[src/rtl/fetch_queue_stage_pkg.sv]
// fetch_queue_stage_pkg
//   Shared types for the fetch queue slice. WORD_SIZE and PC_INITIAL
//   normally come from the shared constants.v. The guarded fallbacks below
//   hold the same values, so this slice still builds when that file is not
//   on the compile line.
//   Ports: none (package).

`ifndef WORD_SIZE
`define WORD_SIZE 32
`endif
`ifndef PC_INITIAL
`define PC_INITIAL 0
`endif

package fetch_queue_stage_pkg;

  // FIFO operation for one cycle, encoded as {push, pop}.
  typedef enum logic [1:0] {
    FQ_IDLE = 2'b00,
    FQ_POP  = 2'b01,
    FQ_PUSH = 2'b10,
    FQ_BOTH = 2'b11
  } fifo_op_e;

endpackage

[src/rtl/fetch_queue_stage_instr_fifo.sv]
// instr_fifo
//   Circular FIFO for fetched instruction entries. Depth is a power of two,
//   so the pointers wrap by natural overflow. The count tells full from
//   empty. Flush empties the queue in one cycle. The head entry is read
//   directly from the storage registers.
//   Ports:
//     clk, rst              clock, synchronous active-high reset
//     flush                 empty the queue (takes priority over push/pop)
//     push, push_data       write one entry at the tail
//     pop                   drop the head entry (ignored when empty)
//     head_data             entry at the head of the queue
//     count                 number of entries held

module instr_fifo
  import fetch_queue_stage_pkg::*;
#(
  parameter int DATA_W = 96,
  parameter int DEPTH  = 4
) (
  input  logic                       clk,
  input  logic                       rst,
  input  logic                       flush,
  input  logic                       push,
  input  logic [DATA_W-1:0]          push_data,
  input  logic                       pop,
  output logic [DATA_W-1:0]          head_data,
  output logic [$clog2(DEPTH):0]     count
);

  localparam int PTR_W = $clog2(DEPTH);
  localparam int CNT_W = PTR_W + 1;

  logic [DATA_W-1:0] mem [DEPTH];
  logic [PTR_W-1:0]  wr_ptr;
  logic [PTR_W-1:0]  rd_ptr;
  logic              pop_ok;
  fifo_op_e          op;

  assign pop_ok    = pop && (count != '0);
  assign op        = fifo_op_e'({push, pop_ok});
  assign head_data = mem[rd_ptr];

  always_ff @(posedge clk) begin
    if (rst || flush) begin
      wr_ptr <= '0;
      rd_ptr <= '0;
      count  <= '0;
    end else begin
      case (op)
        FQ_PUSH: begin
          wr_ptr <= wr_ptr + PTR_W'(1);
          count  <= count + CNT_W'(1);
        end
        FQ_POP: begin
          rd_ptr <= rd_ptr + PTR_W'(1);
          count  <= count - CNT_W'(1);
        end
        FQ_BOTH: begin
          wr_ptr <= wr_ptr + PTR_W'(1);
          rd_ptr <= rd_ptr + PTR_W'(1);
        end
        default: ;
      endcase
    end
  end

  // Storage holds data only and is never reset.
  always_ff @(posedge clk) begin
    if (push && !flush && !rst) begin
      mem[wr_ptr] <= push_data;
    end
  end

endmodule

[src/rtl/fetch_queue_stage.sv]
// fetch_queue_stage
//   Prefetching fetch stage. The fetch PC issues one read per cycle while
//   credit is available. Each response returns one cycle after its request
//   and is queued together with its PC and PC+4. Decode consumes the queue
//   head through a valid/ready handshake. A redirect from execute realigns
//   the PC, empties the queue and drops any response still in flight.
//   Ports:
//     clk, rst                     clock, synchronous active-high reset
//     PCSrcE, PCTargetE            redirect request and target
//     IMemReqF, IMemAddrF          instruction memory read request/address
//     IMemRdataF                   read data, one cycle after its request
//     InstrD, PCD, PCPlus4D        queue head entry (zero when not valid)
//     ValidD, ReadyD               head valid / decode accepts
//     QueueCountF                  entries currently queued

module fetch_queue_stage
  import fetch_queue_stage_pkg::*;
#(
  parameter int                   WORD_SIZE   = `WORD_SIZE,
  parameter int                   QUEUE_DEPTH = 4,
  parameter logic [WORD_SIZE-1:0] PC_INITIAL  = WORD_SIZE'(`PC_INITIAL)
) (
  input  logic                         clk,
  input  logic                         rst,
  input  logic                         PCSrcE,
  input  logic [WORD_SIZE-1:0]         PCTargetE,
  output logic                         IMemReqF,
  output logic [WORD_SIZE-1:0]         IMemAddrF,
  input  logic [WORD_SIZE-1:0]         IMemRdataF,
  output logic [WORD_SIZE-1:0]         InstrD,
  output logic [WORD_SIZE-1:0]         PCD,
  output logic [WORD_SIZE-1:0]         PCPlus4D,
  output logic                         ValidD,
  input  logic                         ReadyD,
  output logic [$clog2(QUEUE_DEPTH):0] QueueCountF
);

  localparam int CNT_W  = $clog2(QUEUE_DEPTH) + 1;
  localparam int USE_W  = CNT_W + 1;
  localparam int ENTRY_W = 3 * WORD_SIZE;

  logic [WORD_SIZE-1:0] pc_p0;
  logic                 inflight_vld_p1;
  logic [WORD_SIZE-1:0] inflight_pc_p1;

  logic [CNT_W-1:0]     queue_count;
  logic [ENTRY_W-1:0]   head_data;
  logic [ENTRY_W-1:0]   push_data;
  logic [USE_W-1:0]     credit_used;
  logic                 issue;
  logic                 push;
  logic                 pop;
  logic                 head_vld;

  // Queued entries plus an outstanding response must leave room for one
  // more entry. This way a response always finds space when it returns.
  assign credit_used = USE_W'(queue_count) + USE_W'(inflight_vld_p1);
  assign issue       = !rst && !PCSrcE && (credit_used < USE_W'(QUEUE_DEPTH));

  assign push     = !rst && !PCSrcE && inflight_vld_p1;
  assign head_vld = !rst && (queue_count != '0);
  assign pop      = !PCSrcE && head_vld && ReadyD;

  assign push_data = {IMemRdataF, inflight_pc_p1, inflight_pc_p1 + WORD_SIZE'(4)};

  // ---- stage p0: fetch PC and request issue ----
  always_ff @(posedge clk) begin
    if (rst) begin
      pc_p0 <= PC_INITIAL;
    end else if (PCSrcE) begin
      pc_p0 <= {PCTargetE[WORD_SIZE-1:2], 2'b00};
    end else if (issue) begin
      pc_p0 <= pc_p0 + WORD_SIZE'(4);
    end
  end

  assign IMemReqF  = issue;
  assign IMemAddrF = pc_p0;

  // ---- stage p1: request in flight, response arrives ----
  // A redirect cycle never issues, so the valid bit clears on its own.
  // The response that lands in that cycle is then dropped by the gated push.
  always_ff @(posedge clk) begin
    if (rst) begin
      inflight_vld_p1 <= 1'b0;
    end else begin
      inflight_vld_p1 <= issue;
    end
  end

  always_ff @(posedge clk) begin
    if (issue) begin
      inflight_pc_p1 <= pc_p0;
    end
  end

  // ---- stage p2: prefetch queue, head drives decode ----
  instr_fifo #(
    .DATA_W (ENTRY_W),
    .DEPTH  (QUEUE_DEPTH)
  ) u_instr_fifo (
    .clk       (clk),
    .rst       (rst),
    .flush     (PCSrcE),
    .push      (push),
    .push_data (push_data),
    .pop       (pop),
    .head_data (head_data),
    .count     (queue_count)
  );

  assign ValidD      = head_vld;
  assign QueueCountF = rst ? '0 : queue_count;
  assign InstrD      = head_vld ? head_data[3*WORD_SIZE-1:2*WORD_SIZE] : '0;
  assign PCD         = head_vld ? head_data[2*WORD_SIZE-1:WORD_SIZE]   : '0;
  assign PCPlus4D    = head_vld ? head_data[WORD_SIZE-1:0]             : '0;

endmodule
[config.mk]
export PLATFORM = sky130hd
export DESIGN_NAME = fetch_queue_stage
export DESIGN_NICKNAME = d
export VERILOG_FILES = /design/src/rtl/fetch_queue_stage_pkg.sv /design/src/rtl/fetch_queue_stage_instr_fifo.sv /design/src/rtl/fetch_queue_stage.sv
export SDC_FILE = /design/constraint.sdc
export NUM_CORES = 1
export LEC_CHECK = 0
export ABC_AREA = 1
export CAP_MARGIN = 20
export CORE_ASPECT_RATIO = 1.5
export CORE_MARGIN = 2
export CORE_UTILIZATION = 59
export CTS_BUF_LIST = sky130_fd_sc_hd__clkbuf_2
export CTS_CLUSTER_SIZE = 24
export DETAILED_ROUTE_END_ITERATION = 8
export PLACE_DENSITY = 0.83
export SLEW_MARGIN = 40
export SYNTH_ARGS = -nofsm -noshare
export SYNTH_HDL_FRONTEND = slang
export SYNTH_SLANG_ARGS = --single-unit
[constraint.sdc]
create_clock -name clk -period 7 [get_ports clk]
set_input_delay 0.7 -clock clk [delete_from_list [all_inputs] [get_ports clk]]
set_output_delay 0.7 -clock clk [all_outputs]
set_load 0.005 [all_outputs]
==> results.json <==
{
  "outcome": "finished, final reports clean",
  "critPathTopFamily": "buffers and inverters",
  "crit_path_start_kind": "flop",
  "dpl_cell_area_um2": 21000,
  "first_pass_iters": 5,
  "dpl.hpwl_um": 25800,
  "wl_per_cell_um": 17.7,
  "fp.dieArea_um2": 33000,
  "p_seq_share_pct": 64.7,
  "total_power_mw": 4.52,
  "final-setup-viol-count": 0,
  "viasPerCell": 5.64,
  "synth.area.mux_share_pct": 0,
  "setup_slack_ps": 2400,
  "hold_slack_ps": 336,
  "p_int_mw": 3.47,
  "grt_util_all_layers_pct": 25.5,
  "die_w_um": 149,
  "synthTopCellsByArea": "edfxtp_1 64%, nor2_1 8.5%, o21ai_0 5.2%",
  "synth_top_area_share_pct": 64.2,
  "path_buf_inv": 4,
  "instances_no_fill": 2389,
  "rr_worst_depth": 6,
  "cts_tree": "yes",
  "ys.flop_type": "edfxtp_1",
  "row_count": 79,
  "clockPowerShare_pct": 31.0,
  "vias": 13500,
  "worstMarginPinSlew_ps": 850,
  "drive_gt1_share_pct": 10.6,
  "power_frac_comb_pct": 4.3,
  "path_depth": 6,
  "synth-simple-area-share_pct": 15.7,
  "worst_ep_required_time_ps": 6300,
  "crit_type": "reg -> out",
  "peakVddDrop_mv": 0.0897,
  "arrival_ps": 3900,
  "crit_chain": "buf_12 -> inv_8 -> buf_4 -> o21ai_0 -> a21oi_1 -> clkdlybuf4s50_1",
  "grt_start_max_net_pins": 128,
  "clkTransAtPathRegs_ps": 110,
  "finish.instance_area_um2": 21700,
  "coreArea_um2": 31000,
  "nFillCells": 2232,
  "ant_nets": 0,
  "slowest_delay_ps": 570,
  "routed_wl_um": 42400,
  "hold_buffers": 0,
  "cts_setup_buffers": 0,
  "synth_xor_area_share_pct": 1.41,
  "grt_overflow": 0,
  "syn-instance-count": 1701,
  "initial_core_util_pct": 60.0,
  "nNetsFinal": 1998,
  "period_minus_slack_ps": 4600,
  "cts.path.max_buffers": 3,
  "hold_depth": 3,
  "numCtsBuffers": 90,
  "yosysSeqAreaShare_pct": 68.5,
  "yosysMostFrequentCell": "nor2_1",
  "synth_edf_count": 398,
  "synth_compound_area_share_pct": 9.63,
  "skew_ps": 80.1,
  "gp_congestion": 0.983,
  "synthArstFlopShare_pct": 0,
  "r2r_setup_slack_ps": 4600,
  "hold_viol": 0,
  "synth_adder_area_share_pct": 0.712,
  "period_share_pct": 65.8,
  "r2r_start": "inflight_pc_p1[2]$_DFFE_PP_",
  "drt_iter0_drc": 1045,
  "drv_cap": 0,
  "place_inst": 2233,
  "p_per_area_nw_per_um2": 208,
  "insertion_delay_ps": 980,
  "io_pins": 201,
  "report.final.slew_viol_count": 0,
  "syn2layout_area_growth_pct": 16.7,
  "drc": 0,
  "dieHeight_um": 222,
  "synth_top_family_by_area": "simple AND/OR/NAND/NOR gates",
  "first_global_vias": 13300,
  "synth_common_cells": "422 x nor2_1, 398 x edfxtp_1, 192 x o21ai_0",
  "syn_area_um2": 18600,
  "fmax_ghz": 0.217,
  "io_buffer_count": 192,
  "final_util_pct": 70.0,
  "postSynthAreaPerCell_um2": 11.0,
  "swShare_pct": 23.2,
  "grt_pass1_wl_um": 64900,
  "p_leak_nw": 7.60,
  "rsz0062_at_grt": "false",
  "hold_path.class": "in -> reg",
  "relSlewSlack_pct": 43.4,
  "clock-root-buffer": "clkbuf_2",
  "finalSetupTns_ps": 0,
  "antenna_found_initial": 2,
  "yosys.area.top_type": "edfxtp_1",
  "worstSetupEndpointType": "output port",
  "place_ws_ps": 2660,
  "ys_warn_count": 0,
  "ys_seq_elements": 438,
  "htreeDepth": 3,
  "p_sw_mw": 1.05,
  "synth_cell_types": 40,
  "clock-sinks": 438,
  "crit_path_top_delay_cell": "buf_4",
  "path_max_fanout": 127,
  "timing.rr.end": "u_instr_fifo.mem[0][26]$_DFFE_PP_",
  "endpoint": "PCPlus4D[23]",
  "ctsResizeCount": 0
}
==> registers in the layout, indices dropped and copies added, names as in the netlist, named ones only <==
register             count
u_instr_fifo.mem       368
IMemAddrF               30
inflight_pc_p1          30
u_instr_fifo.count       3
u_instr_fifo.rd_ptr      2
u_instr_fifo.wr_ptr      2
inflight_vld_p1          1
==> cell families after synthesis <==
kind of cell | after synthesis
AO/OA/AOI/OAI | 351
XOR/XNOR | 30
adder cells (fa/ha/maj) | 10
buffers and inverters | 181
flip-flops | 438
other | 1
AND/OR/NAND/NOR | 690
==> worst register-to-register path, delay by kind of cell (launching register included) <==
family	cells	cell delay, ps
xor gates and xnor gates	1	350
DFF	1	580
adders and majority gates	1	300
and+or+nand+nor	4	950
==> cells in the final DEF, fill, tap and decap left out, types with 3 or more instances in the layout <==
cell type / count
nor3_2: 3
clkdlybuf4s50_1: 192
inv_2: 8
nor2_2: 7
nand3b_1: 4
nor2_4: 13
nand4_1: 4
clkbuf_2: 117
clkinv_2: 13
dfxtp_1: 38
clkinv_1: 20
ha_1: 9
conb_1: 6
o21ai_1: 25
a21oi_2: 4
o21ai_0: 192
buf_4: 9
nand2_2: 14
buf_12: 4
edfxtp_1: 398
nand3_1: 46
nor3_1: 13
inv_1: 87
and2_1: 3
nand2_1: 154
a21oi_1: 118
xor2_1: 22
xnor2_1: 8
a31oi_1: 6
nor2_1: 418
nand3_2: 4
==> layer usage <==
layer | share of wire [%] | routed length [um] | global-route usage [%]
met1 | 36 | 15100 | 28.8
met2 | 53 | 22400 | 45.0
met3 | 7.7 | 3280 | 4.63
met4 | 3.7 | 1580 | 14.2
met5 | 0 | 0 | 0
==> cell type report <==
cell class	count	area (um^2)	share of cell area, %
Timing Repair Buffer	210	2170	9.97
Clock buffer	117	586	2.69
Inverter	93	357	1.64
Clock inverter	37	181	0.835
Tap cell	405	507	2.33
Multi-Input combinational cell	1087	5170	23.8
Antenna cell	2	5.00	0.0230
Sequential cell	438	12800	58.7
==> power by group through the flow <==
stage	sequential [mW]	clock [mW]	combinational, mW
after floorplan	2.97	0	0.0922
after global placement	2.98	0	0.186
after detailed placement	2.98	0	0.194
after CTS	2.92	1.42	0.195
after global routing	2.93	1.53	0.216
final	2.92	1.40	0.196
==> worst min-delay path by stage <==
stage,startpoint,end,slack [ps]
detailed placement,u_instr_fifo.rd_ptr[0]$_SDFFE_PP0N_,flop,470
global placement,u_instr_fifo.rd_ptr[0]$_SDFFE_PP0N_,flop,450
finish,PCTargetE[10],IMemAddrF[10]$_SDFFE_PP0P_,340
CTS,PCTargetE[3],IMemAddrF[3]$_SDFFE_PP0P_,230
global route,PCTargetE[4],IMemAddrF[4]$_SDFFE_PP0P_,310
floorplan,u_instr_fifo.rd_ptr[1]$_SDFFE_PP0N_,flop,440
No activity file was read; power rests on OpenSTA's default activity.
